## config.mk

```make
export PLATFORM = sky130hd
export DESIGN_NAME = alu_sseg_display
export DESIGN_NICKNAME = d
export VERILOG_FILES = /design/src/rtl/alu_sseg_display.sv
export SDC_FILE = /design/constraint.sdc
export NUM_CORES = 1
export LEC_CHECK = 0
export BUFFER_PORTS_ARGS = -buffer_cell sky130_fd_sc_hd__buf_2
export CORE_MARGIN = 1.5
export CORE_UTILIZATION = 51
export CTS_CLUSTER_DIAMETER = 50
export DETAILED_ROUTE_END_ITERATION = 16
export GPL_TIMING_DRIVEN = 0
export PLACE_DENSITY = 0.74
export SYNTH_ARGS = -nofsm -noshare
export SYNTH_HDL_FRONTEND = slang
export SYNTH_SLANG_ARGS = --single-unit
```

## constraint.sdc

```tcl
create_clock -name clk -period 1.94 [get_ports clk]
set_clock_uncertainty 0.2 [all_clocks]
set_input_delay 0.097 -clock clk [delete_from_list [all_inputs] [get_ports clk]]
set_output_delay 0.097 -clock clk [all_outputs]
set_load 0.05 [all_outputs]
```

## src/rtl/alu_sseg_display.sv

```systemverilog
// alu_sseg_display
//   Display stage for the ALU. It captures result/status/op_code on a one-cycle
//   load strobe and drives a 4-digit, time-multiplexed, common-anode seven-segment
//   display. Digit 0/1 show the result in hex (digit 1 only when WIDTH > 4),
//   digit 2 is blank, and digit 3 shows an opcode symbol. The decimal point of
//   digit 0 shows the captured status flag.
//
//   Optional feature macro: SSEG_STATUS_BLINK_EN. When it is defined, the whole
//   display blinks while the captured status is 1. Each half-period lasts
//   BLINK_FRAMES full scan frames.
//
// Parameters
//   WIDTH         ALU result width, 1..8. The result is zero-extended to 8 bits.
//   REFRESH_DIV   Number of clk cycles each digit stays lit (>= 2).
//   BLINK_FRAMES  Scan frames per blink half-period (blink build only).
//
// Ports
//   clk      in   rising-edge clock
//   rst      in   synchronous, active-high reset (wins over load)
//   load     in   capture strobe for result/status/op_code
//   result   in   [WIDTH-1:0] ALU result
//   status   in   ALU status flag
//   op_code  in   [1:0] 00 add, 01 sub, 10 and, 11 xor
//   an_n     out  [3:0] digit enables, active-low, one-hot-low
//   seg_n    out  [6:0] segments {g,f,e,d,c,b,a}, active-low
//   dp_n     out  decimal point, active-low
module alu_sseg_display #(
  parameter int WIDTH        = 4,
  parameter int REFRESH_DIV  = 50000,
  parameter int BLINK_FRAMES = 64
) (
  input  logic             clk,
  input  logic             rst,
  input  logic             load,
  input  logic [WIDTH-1:0] result,
  input  logic             status,
  input  logic [1:0]       op_code,
  output logic [3:0]       an_n,
  output logic [6:0]       seg_n,
  output logic             dp_n
);

  localparam int CNT_W = $clog2(REFRESH_DIV);
  localparam logic [CNT_W-1:0] CNT_MAX = CNT_W'(REFRESH_DIV - 1);
  localparam logic [6:0] SEG_BLANK = 7'h7F;

  // Illegal parameter values are caught at elaboration time.
  if (WIDTH < 1 || WIDTH > 8) begin : g_bad_width
    $error("alu_sseg_display: WIDTH must be 1..8");
  end
  if (REFRESH_DIV < 2) begin : g_bad_div
    $error("alu_sseg_display: REFRESH_DIV must be >= 2");
  end
  if (BLINK_FRAMES < 1) begin : g_bad_frames
    $error("alu_sseg_display: BLINK_FRAMES must be >= 1");
  end

  // Segment encoders, active-low {g,f,e,d,c,b,a}
  function automatic logic [6:0] hex_to_seg(input logic [3:0] v);
    logic [6:0] s;
    case (v)
      4'h0: s = 7'h40;
      4'h1: s = 7'h79;
      4'h2: s = 7'h24;
      4'h3: s = 7'h30;
      4'h4: s = 7'h19;
      4'h5: s = 7'h12;
      4'h6: s = 7'h02;
      4'h7: s = 7'h78;
      4'h8: s = 7'h00;
      4'h9: s = 7'h10;
      4'hA: s = 7'h08;
      4'hB: s = 7'h03;
      4'hC: s = 7'h46;
      4'hD: s = 7'h21;
      4'hE: s = 7'h06;
      default: s = 7'h0E;
    endcase
    return s;
  endfunction

  function automatic logic [6:0] op_to_seg(input logic [1:0] op);
    logic [6:0] s;
    case (op)
      2'b00: s = 7'h08;   // 'A'
      2'b01: s = 7'h3F;   // '-'
      2'b10: s = 7'h2B;   // 'n'
      default: s = 7'h09; // 'H'
    endcase
    return s;
  endfunction

  // ---- stage p0: captured operands and scan position ----
  logic [7:0]       res_p0;
  logic [1:0]       op_p0;
  logic             stat_p0;
  logic             vld_p0;
  logic [CNT_W-1:0] cnt;
  logic [1:0]       idx;

  logic [7:0] res_ext;
  logic       digit_end;
  logic       frame_end;

  assign res_ext   = 8'(result);
  assign digit_end = (cnt == CNT_MAX);
  assign frame_end = digit_end && (idx == 2'd3);

  always_ff @(posedge clk) begin
    if (rst) begin
      res_p0  <= '0;
      op_p0   <= '0;
      stat_p0 <= 1'b0;
      vld_p0  <= 1'b0;
      cnt     <= '0;
      idx     <= '0;
    end else begin
      if (load) begin
        res_p0  <= res_ext;
        op_p0   <= op_code;
        stat_p0 <= status;
        vld_p0  <= 1'b1;
      end
      if (digit_end) begin
        cnt <= '0;
        idx <= idx + 2'd1;
      end else begin
        cnt <= cnt + CNT_W'(1);
      end
    end
  end

  // Blink phase: counts completed frames since the last load and toggles the
  // phase every BLINK_FRAMES frames. A load restarts the blink cycle so that a
  // fresh result is always visible first.
  logic blank;
`ifdef SSEG_STATUS_BLINK_EN
  localparam int FR_W = (BLINK_FRAMES > 1) ? $clog2(BLINK_FRAMES) : 1;
  localparam logic [FR_W-1:0] FR_MAX = FR_W'(BLINK_FRAMES - 1);

  logic [FR_W-1:0] frame_cnt;
  logic            phase;

  always_ff @(posedge clk) begin
    if (rst || load) begin
      frame_cnt <= '0;
      phase     <= 1'b0;
    end else if (frame_end) begin
      if (frame_cnt == FR_MAX) begin
        frame_cnt <= '0;
        phase     <= ~phase;
      end else begin
        frame_cnt <= frame_cnt + FR_W'(1);
      end
    end
  end

  assign blank = stat_p0 && phase;
`else
  assign blank = 1'b0;
`endif

  logic [6:0] seg_d;
  logic       dp_d;
  logic [3:0] an_d;

  always_comb begin
    seg_d = SEG_BLANK;
    dp_d  = 1'b1;
    if (vld_p0) begin
      case (idx)
        2'd0: seg_d = hex_to_seg(res_p0[3:0]);
        2'd1: seg_d = (WIDTH > 4) ? hex_to_seg(res_p0[7:4]) : SEG_BLANK;
        2'd3: seg_d = op_to_seg(op_p0);
        default: seg_d = SEG_BLANK;
      endcase
      if (idx == 2'd0 && stat_p0) dp_d = 1'b0;
    end
  end

  // Blanking only releases the anodes; segments and the scan keep running.
  assign an_d = blank ? 4'hF : ~(4'b0001 << idx);

  // ---- stage p1: registered display drive ----
  always_ff @(posedge clk) begin
    if (rst) begin
      an_n  <= 4'hF;
      seg_n <= SEG_BLANK;
      dp_n  <= 1'b1;
    end else begin
      an_n  <= an_d;
      seg_n <= seg_d;
      dp_n  <= dp_d;
    end
  end

  // Bits of frame_end are only consumed by the blink logic.
  logic unused_ok;
  assign unused_ok = frame_end;

endmodule

```

==> results.toml, run 1 <==
[worst_setup_path]
cp.depth = 5
cpPeakStageDelay_ns = 0.52
crit_fanout = 3
worstPathRequired_ns = 1.91
critPathSlowestCell = "or4_1"
end_kind = "flop"
critPathKind = "reg2reg"
rr_worst_depth = 5
cp.buffers_inverters = 1
critPathArrivalTime_ns = 1.96
worst_r2r_startpoint = "cnt[11]"
timing.rr.end = "idx[1]"
crit_chain = "or4_1, or4_4, buf_4, mux2i_1, nor2_1"
crit_end = "idx[1]"
crit_family = "simple AND/OR/NAND/NOR gates"
reg2reg_slack_ns = -0.05
start_kind = "flop"
startpoint = "cnt[11]"

[floorplan]
rows = 21
num_io_pins = 22
start_util = 0.5522
coreArea_mm2 = 0.003442
die_w_um = 64.05
die_area_mm2 = 0.004102
die_h_um = 64.05

[cells_and_area]
area_growth_pct = 20.87
fin_util = 0.6674
nNetsFinal = 255
stdcell_area_mm2 = 0.002297
num_antenna_cells = 0
drive_above_1_share = 0.1940
filler_cell_count = 280

[global_route]
grt-ovfl-total = 0
grtUsageMet3 = 0.03169
grt.busiest_layer = "met2"
grt_pass1_vias = 1324
met2_usage = 0.2799
grt_pass1_wl_um = 5823
grt_util_all_layers = 0.1799
antenna_found_initial = 0
grt_max_degree = 13
use_met1 = 0.2464

[route]
drt-wirelength-per-cell_um = 11.81
ant_nets = 0
dr.pass1.iters = 4
viasPerCell = 5.054
routed_wl_um = 3284
vias = 1405
drt_iter0_drc = 107
drc = 0

[synthesis]
avgSynthCellArea_um2 = 9.697
syn_area_mm2 = 0.001901
yosysUniqueCellTypes = 34
synthFlopType = "dfxtp_1"
ys_seq_area_frac = 0.4740
synth-async-reset-ratio = 0
synth-edff-count = 0
synth_nets = 219
synth-seq-cells = 45
yosys_warnings = 0
synthesis.instances = 196

[placement]
place_congestion = 0.8673
placed_area_mm2 = 0.002058
hpwl_um = 2252
port_buffers = 19

[sta]
period_share = 1.027
tightest_slew_ns = 0.4979
setup_viol = 17
whs_ns = 0.02805
hold_violations = 0
slew_viol_final = 0
fin_crit_ns = 1.992
rsz0062_at_grt = "true"
max_freq_mhz = 502.1
slew_headroom = 0.6681
setup_ws_ns = -0.05152

[flow_run]
cap_violations = 0

[clock_network]
cts_made_buffers = 5
clk_pin_slew_ns = 0.08
clk-insertion-delay-late_ns = 0.29
cts_root_buf = "clkbuf_8"
cts_tree = "yes"
htree_levels = 2
cts.sinks = 45
clk_path_buf_depth = 2

[hold_path]
worstHoldPathType = "in2reg"

[power]
cellLeakagePower_nw = 0.9047
max-vdd-ir-drop_uv = 383.5
power.density_mw_per_mm2 = 758.7

[run_status]
status = "complete, but fails checks"
violations = "setup timing"
-- layer usage --
metal  vias to the layer above  share of wire
li1                        720              -
met1                       659           0.50
met2                        19           0.46
met3                         7          0.028
met4                         0          0.017
met5                         -              0
-- power by group --
group	switching, mW	internal, mW
Combinational	0.113	0.0871
Clock	0.280	0.282
Sequential	0.0177	0.963
-- worst min-delay path by stage --
stage                       from        to  cells past startpoint
after floorplan           status   stat_p0                      2
after global placement    status   stat_p0                      3
after detailed placement  status   stat_p0                      3
after CTS                   load  op_p0[0]                      3
after global routing        load  op_p0[0]                      3
final                       load  op_p0[0]                      3
-- cells in the mapped netlist (2+ instances only) --
cell	n	share of area
dfxtp_1	45	0.47
nor2_1	33	0.065
xnor2_1	15	0.069
ha_1	13	0.086
inv_1	12	0.024
mux2i_1	12	0.063
nand2_1	11	0.022
nand3_1	6	0.016
nor3_1	5	0.013
a21o_1	4	0.016
nand2b_1	4	0.013
buf_2	3	0.0079
clkbuf_1	3	0.0059
nand4_1	3	0.0099
nor4_1	3	0.0099
o22ai_1	3	0.0099
a21oi_1	2	0.0053
buf_6	2	0.012
nor2b_1	2	0.0066
-- layout make-up --
cell class	instances	area (µm²)	share of cell area
clock buffer	7	86.33	0.03758
timing repair buffer	29	215.2	0.09368
tap	46	57.56	0.02505
sequential	45	904.6	0.3938
inverter	13	48.80	0.02124
buffer	8	52.55	0.02288
multi-input combinational	130	932.1	0.4058
-- cell usage in the layout (no fill, tap or decap), drive strengths merged, types with 2 or more instances in the layout --
cell	netlist	layout
dfxtp	45	45
nor2	33	33
buf	5	27
xnor2	15	15
ha	13	13
inv	12	12
mux2i	12	12
nand2	11	11
clkbuf	3	11
dlygate4sd3	0	6
nand3	6	6
nor3	5	5
nand2b	5	5
a21o	4	4
o22ai	3	3
nand4	3	3
nor4	3	3
a21oi	2	2
nor2b	2	2
or4	2	2
-- through the flow --
stage / setup TNS [ns] / instances / total power [mW] / setup slack [ns]
after floorplan: 0 / 196 / 1.131 / 0.007522
after global placement: -1.568 / 261 / 1.169 / -0.1542
after detailed placement: -1.870 / 261 / 1.171 / -0.1713
after CTS: -0.4969 / 275 / 1.732 / -0.05181
after global routing: -1.350 / 278 / 1.815 / -0.1096
final: -0.3371 / 278 / 1.743 / -0.05152
-- cell families after synthesis --
kind of cell	after synthesis	share of synthesized area
AOI/OAI and AO/OA	14	0.05333
xor gates and xnor gates	16	0.07374
adders and majority gates	13	0.08558
buffers and inverters	21	0.05134
DFF	45	0.4740
muxes	13	0.07505
and+or+nand+nor	74	0.1870
-- worst register-to-register path, delay by kind of cell (launching register included) --
family,cells,cell delay [ns]
flip-flops,1,0.33
buffers and inverters,1,0.16
AND/OR/NAND/NOR,3,1.01
multiplexers,1,0.16
-- repair_timing --
action / 4_1_cts / 5_1_grt
endpoints found under the setup margin: 17 / 13
gates resized for setup: 7 / 2
hold buffers: 6 / 0
setup buffers: 1 / 2
hold endpoints to repair: 6 / 0
gates cloned: 0 / 1
No activity file was read; power rests on OpenSTA's default activity.
==> run 2, diff against run 1 <==
--- a/config.mk
+++ b/config.mk
@@ -7,11 +7,10 @@
 export LEC_CHECK = 0
 export BUFFER_PORTS_ARGS = -buffer_cell sky130_fd_sc_hd__buf_2
 export CORE_MARGIN = 1.5
-export CORE_UTILIZATION = 51
+export CORE_UTILIZATION = 40
 export CTS_CLUSTER_DIAMETER = 50
 export DETAILED_ROUTE_END_ITERATION = 16
 export GPL_TIMING_DRIVEN = 0
-export PLACE_DENSITY = 0.74
 export SYNTH_ARGS = -nofsm -noshare
 export SYNTH_HDL_FRONTEND = slang
 export SYNTH_SLANG_ARGS = --single-unit
==> run 2 against run 1 <==
The run still ends with setup timing left. Die area grew 26%. Total power rose by 0.33%. Clock-buffer cell count did not move. Critical path type unchanged. First-iteration DRC count is 24% lower. Highest routed layer unchanged.
==> results.toml, run 2 (same netlist as run 1, synthesis figures left out) <==
[run_status]
status = "complete, but fails checks"
violations = "setup timing"

[route]
drc = 0
wl_met1_um = 1768
ant_nets = 0
drt_iter0_drc = 81
wl_met2_um = 1514
route.met3.wl_um = 114
top_layer = "met4"
routed_wl_um = 3472
viasPerCell = 4.857
drt-wirelength-per-cell_um = 12.10
vias = 1394
dr.pass1.iters = 4

[clock_network]
clk_path_buf_depth = 2
clk-insertion-delay-late_ns = 0.29
cts_made_buffers = 5
htree_levels = 2
cts_root_buf = "clkbuf_8"
cts_tree = "yes"
clk_pin_slew_ns = 0.08
cts.sinks = 45

[worst_setup_path]
reg2reg_slack_ns = -0.05
critPathKind = "reg2reg"
end_kind = "flop"
worstPathRequired_ns = 1.92
crit_fanout = 7
cpPeakStageDelay_ns = 0.51
rr_worst_depth = 6
worst_r2r_startpoint = "cnt[11]"
critPathSlowestCell = "or4_1"
timing.rr.end = "cnt[10]"
crit_chain = "or4_1, or4_4, nand2b_2, buf_6, clkbuf_16, nor2_1"
start_kind = "flop"
critPathArrivalTime_ns = 1.97

[global_route]
antenna_found_initial = 0
grt_max_degree = 13
grt_pass1_wl_um = 5733
grt-ovfl-total = 0
grt_util_all_layers = 0.1460
grt_pass1_vias = 1265

[placement]
place_ws_ns = -0.1613
port_buffers = 19
place_congestion = 0.8072
hpwl_um = 2344

[floorplan]
die_w_um = 71.93
die_h_um = 71.93
rows = 24
start_util = 0.4248
coreArea_mm2 = 0.004474
num_io_pins = 22
die_area_mm2 = 0.005174

[cells_and_area]
num_antenna_cells = 0
seq_area_um2 = 907.1
nNetsFinal = 258
drive_above_1_share = 0.2085
layout_common_cells = "42 x dfxtp_1, 31 x nor2_1, 22 x buf_2"
filler_cell_count = 419
final_common_cell = "dfxtp_1"
area_growth_pct = 22.32
multi_input_area_um2 = 939.7

[sta]
setup_tns_ns = -0.3377
rsz0062_at_grt = "true"
fin_crit_ns = 1.985
whs_ns = 0.02792
setup_viol = 13
slew_viol_final = 0
period_share = 1.023
max_freq_mhz = 503.7
slew_headroom = 0.6958
hold_violations = 0
tightest_slew_ns = 0.4563
setup_ws_ns = -0.04522

[power]
max-vdd-ir-drop_uv = 428.3
power.density_mw_per_mm2 = 752.2
cellLeakagePower_nw = 0.9204

[hold_path]
worstHoldPathType = "in2reg"
hold_path_end = "stat_p0"
hold_depth = 3
hold_start = "load"

[flow_run]
cap_violations = 0
[run 2: cell count changes in the layout (fill, tap and decap cells not counted), sizes merged]
cell	previous run	this run
buf	27	30
[run 2: metrics by stage]
stage / utilization / power [mW] / instances / instance area [µm²]
after floorplan: - / 1.131 / 196 / 1906
after global placement: 0.4617 / 1.171 / 267 / 2066
after detailed placement: 0.4617 / 1.172 / 267 / 2066
after CTS: 0.5056 / 1.765 / 282 / 2262
after global routing: 0.5196 / 1.839 / 287 / 2325
final: 0.5196 / 1.749 / 287 / 2325
[run 2: worst max-delay path: cells and delay by family (launching register included)]
kind                   cells  cell delay (ns)
buffers and inverters      2             0.27
AND/OR/NAND/NOR            4             1.08
flip-flops                 1             0.34
[run 2: final cells by class]
class | instances | share of cell area
repair buffers | 32 | 0.09688
plain buffers | 8 | 0.02260
multi-input cells | 130 | 0.4042
flip-flops and latches | 45 | 0.3902
inverters | 13 | 0.02099
well taps | 52 | 0.02799
clock buffers | 7 | 0.03714
[run 2: worst max-delay path by stage]
stage,startpoint,to,slack (ns),cells after the start
finish,cnt[11],cnt[10],-0.05,6
global route,cnt[11],cnt[10],-0.12,6
CTS,cnt[12],cnt[5],-0.04,6
detailed placement,cnt[0],cnt[3],-0.16,7
global placement,cnt[0],cnt[7],-0.16,7
floorplan,cnt[0],cnt[4],0.008,7
[run 2: where the power goes]
group	total (mW)	switching (mW)	internal [mW]	leakage (nW)
clock	0.569	0.286	0.283	0.0443
combinational	0.201	0.112	0.0886	0.506
sequential	0.979	0.0174	0.961	0.370
total	1.75	0.416	1.33	0.920
[run 2: what timing repair did]
| item | in CTS | in global routing |
|---|---|---|
| pin swaps | 0 | 1 |
| buffers inserted | 2 | 4 |
| cloned | 0 | 1 |
| setup endpoints to repair | 19 | 13 |
| hold buffers | 6 | 0 |
| resized for setup | 10 | 1 |
| endpoints found under the hold margin | 6 | 0 |
[run 2: layer usage]
layer	vias up	GRT usage
met5	-	0
met2	28	0.2099
met4	0	0.07547
met1	638	0.2026
li1	723	-
met3	5	0.03750
==> run 3, diff against run 2 <==
--- a/config.mk
+++ b/config.mk
@@ -5,12 +5,13 @@
 export SDC_FILE = /design/constraint.sdc
 export NUM_CORES = 1
 export LEC_CHECK = 0
-export BUFFER_PORTS_ARGS = -buffer_cell sky130_fd_sc_hd__buf_2
+export BUFFER_PORTS_ARGS = -buffer_cell sky130_fd_sc_hd__buf_4
 export CORE_MARGIN = 1.5
 export CORE_UTILIZATION = 40
 export CTS_CLUSTER_DIAMETER = 50
 export DETAILED_ROUTE_END_ITERATION = 16
 export GPL_TIMING_DRIVEN = 0
+export HOLD_SLACK_MARGIN = 0.03
 export SYNTH_ARGS = -nofsm -noshare
 export SYNTH_HDL_FRONTEND = slang
 export SYNTH_SLANG_ARGS = --single-unit
==> run 3 against run 2 <==
The run still ends with setup timing left. Critical path type unchanged. Critical endpoint is now cnt[3]. Sequential power barely moved. Largest cell class unchanged. Critical path depth stayed put. Cell count grew 2.4%. Sequential cell count unchanged. Hold slack better by 0.061 ns.
==> results.toml, run 3 (same netlist as run 1, synthesis figures left out) <==
[route]
drt_iter0_drc = 102
routed_wl_um = 3562
vias = 1414
viasPerCell = 4.810
drc = 0
drt-wirelength-per-cell_um = 12.12
ant_nets = 0
dr.pass1.iters = 5

[power]
sw_frac_of_total = 0.2264
p_int_mw = 1.492
combPwrFrac = 0.118
power.density_mw_per_mm2 = 783.0
clkPwrFrac = 0.373
seq_power_share = 0.509
total_power_mw = 1.928
cellLeakagePower_nw = 0.9842
max-vdd-ir-drop_uv = 448.5
p_sw_mw = 0.4366

[sta]
slew_headroom = 0.6788
whs_ns = 0.08874
slew_viol_final = 0
max_freq_mhz = 498.1
rsz0062_at_grt = "true"
fin_crit_ns = 2.008
hold_violations = 0
period_share = 1.035
setup_viol = 15
tightest_slew_ns = 0.4817
setup_ws_ns = -0.06779

[floorplan]
num_io_pins = 22
die_w_um = 71.93
start_util = 0.4248
die_h_um = 71.93
coreArea_mm2 = 0.004474
rows = 24
die_area_mm2 = 0.005174

[cells_and_area]
final_common_cell = "dfxtp_1"
area_growth_pct = 29.56
layout_common_cells = "41 x dfxtp_1, 29 x nor2_1, 28 x buf_4"
fin_cells = 294
nNetsFinal = 264
num_antenna_cells = 0
drive_above_1_share = 0.2355

[clock_network]
cts_tree = "yes"
htree_levels = 2
cts_root_buf = "clkbuf_8"
cts.sinks = 45
cts_made_buffers = 5
clk_path_buf_depth = 2
clk-insertion-delay-late_ns = 0.29
clk_pin_slew_ns = 0.08

[global_route]
grt_pass1_vias = 1328
grt_util_all_layers = 0.1528
grt_max_degree = 14
grt_pass1_wl_um = 5961
grt-ovfl-total = 0
antenna_found_initial = 0

[worst_setup_path]
critPathArrivalTime_ns = 2.00
rr_worst_depth = 6
critPathKind = "reg2reg"
end_kind = "flop"
worstPathRequired_ns = 1.93
crit_fanout = 7
start_kind = "flop"

[flow_run]
cap_violations = 0

[placement]
place_congestion = 0.7904
place_ws_ns = -0.1635
hpwl_um = 2399
port_buffers = 19
dp_cells = 267

[hold_path]
hold_depth = 2
worstHoldPathType = "in2reg"

[run_status]
violations = "setup timing"
status = "complete, but fails checks"
-- run 3: cell count changes in the layout (fill, tap and decap cells not counted), moves of 2 or more --
cell	before	now
dlygate4sd3_1	6	9
nor2_2	2	4
buf_2	22	3
buf_4	6	28
nor2_1	31	29
-- run 3: path summary, 6_finish.rpt --
kind | endpoint | start | slack (ns)
hold reg to reg | seg_n[1] | flop | 0.23
hold / removal | an_n[0] | rst | 0.09
setup / recovery | cnt[3] | cnt[12] | -0.07
setup reg to reg | cnt[3] | cnt[12] | -0.07
-- run 3: layout make-up --
cell class	count	area (µm²)
Fill cell	407	2012
Multi-Input combinational cell	130	945.9
Sequential cell	45	908.4
Timing Repair Buffer	38	325.3
Clock buffer	7	86.33
Tap cell	52	65.06
Buffer	8	52.55
Inverter	13	48.80
Clock inverter	1	30.03
-- run 3: routing by layer --
layer / vias up / GRT usage / routed length, µm
met5: - / 0 / 0
met4: 0 / 0.08176 / 83
met3: 6 / 0.04306 / 141
met2: 32 / 0.2253 / 1577
met1: 642 / 0.2033 / 1760
li1: 734 / - / -
-- run 3: what timing repair did --
action | CTS | global route
hold buffers | 9 | 0
buffers inserted | 2 | 7
gates cloned | 0 | 1
resized for setup | 9 | 7
setup endpoints to repair | 19 | 13
pin swaps | 0 | 4
endpoints found under the hold margin | 6 | 0
-- run 3: worst max-delay path: stages, from the launching register on --
cell       delay (ns)
dfxtp_4          0.35
or4_4            0.49
or4_4            0.45
nand2b_4         0.09
buf_6            0.13
clkbuf_16        0.14
nor2_1           0.05
-- run 3: metrics by stage --
step	cell area [µm²]	util	TNS, ns
finish	2462	0.5503	-0.5619
global route	2462	0.5503	-1.379
CTS	2369	0.5294	-0.3750
detailed placement	2113	0.4723	-1.830
global placement	2113	0.4723	-1.816
floorplan	1906	-	0
-- run 3: power groups by stage --
stage	sequential, mW	combinational (mW)	clock (mW)
after floorplan	1.03	0.100	0
after global placement	0.999	0.183	0
after detailed placement	1.00	0.185	0
after CTS	0.981	0.209	0.739
after global routing	0.985	0.249	0.776
final	0.981	0.228	0.719
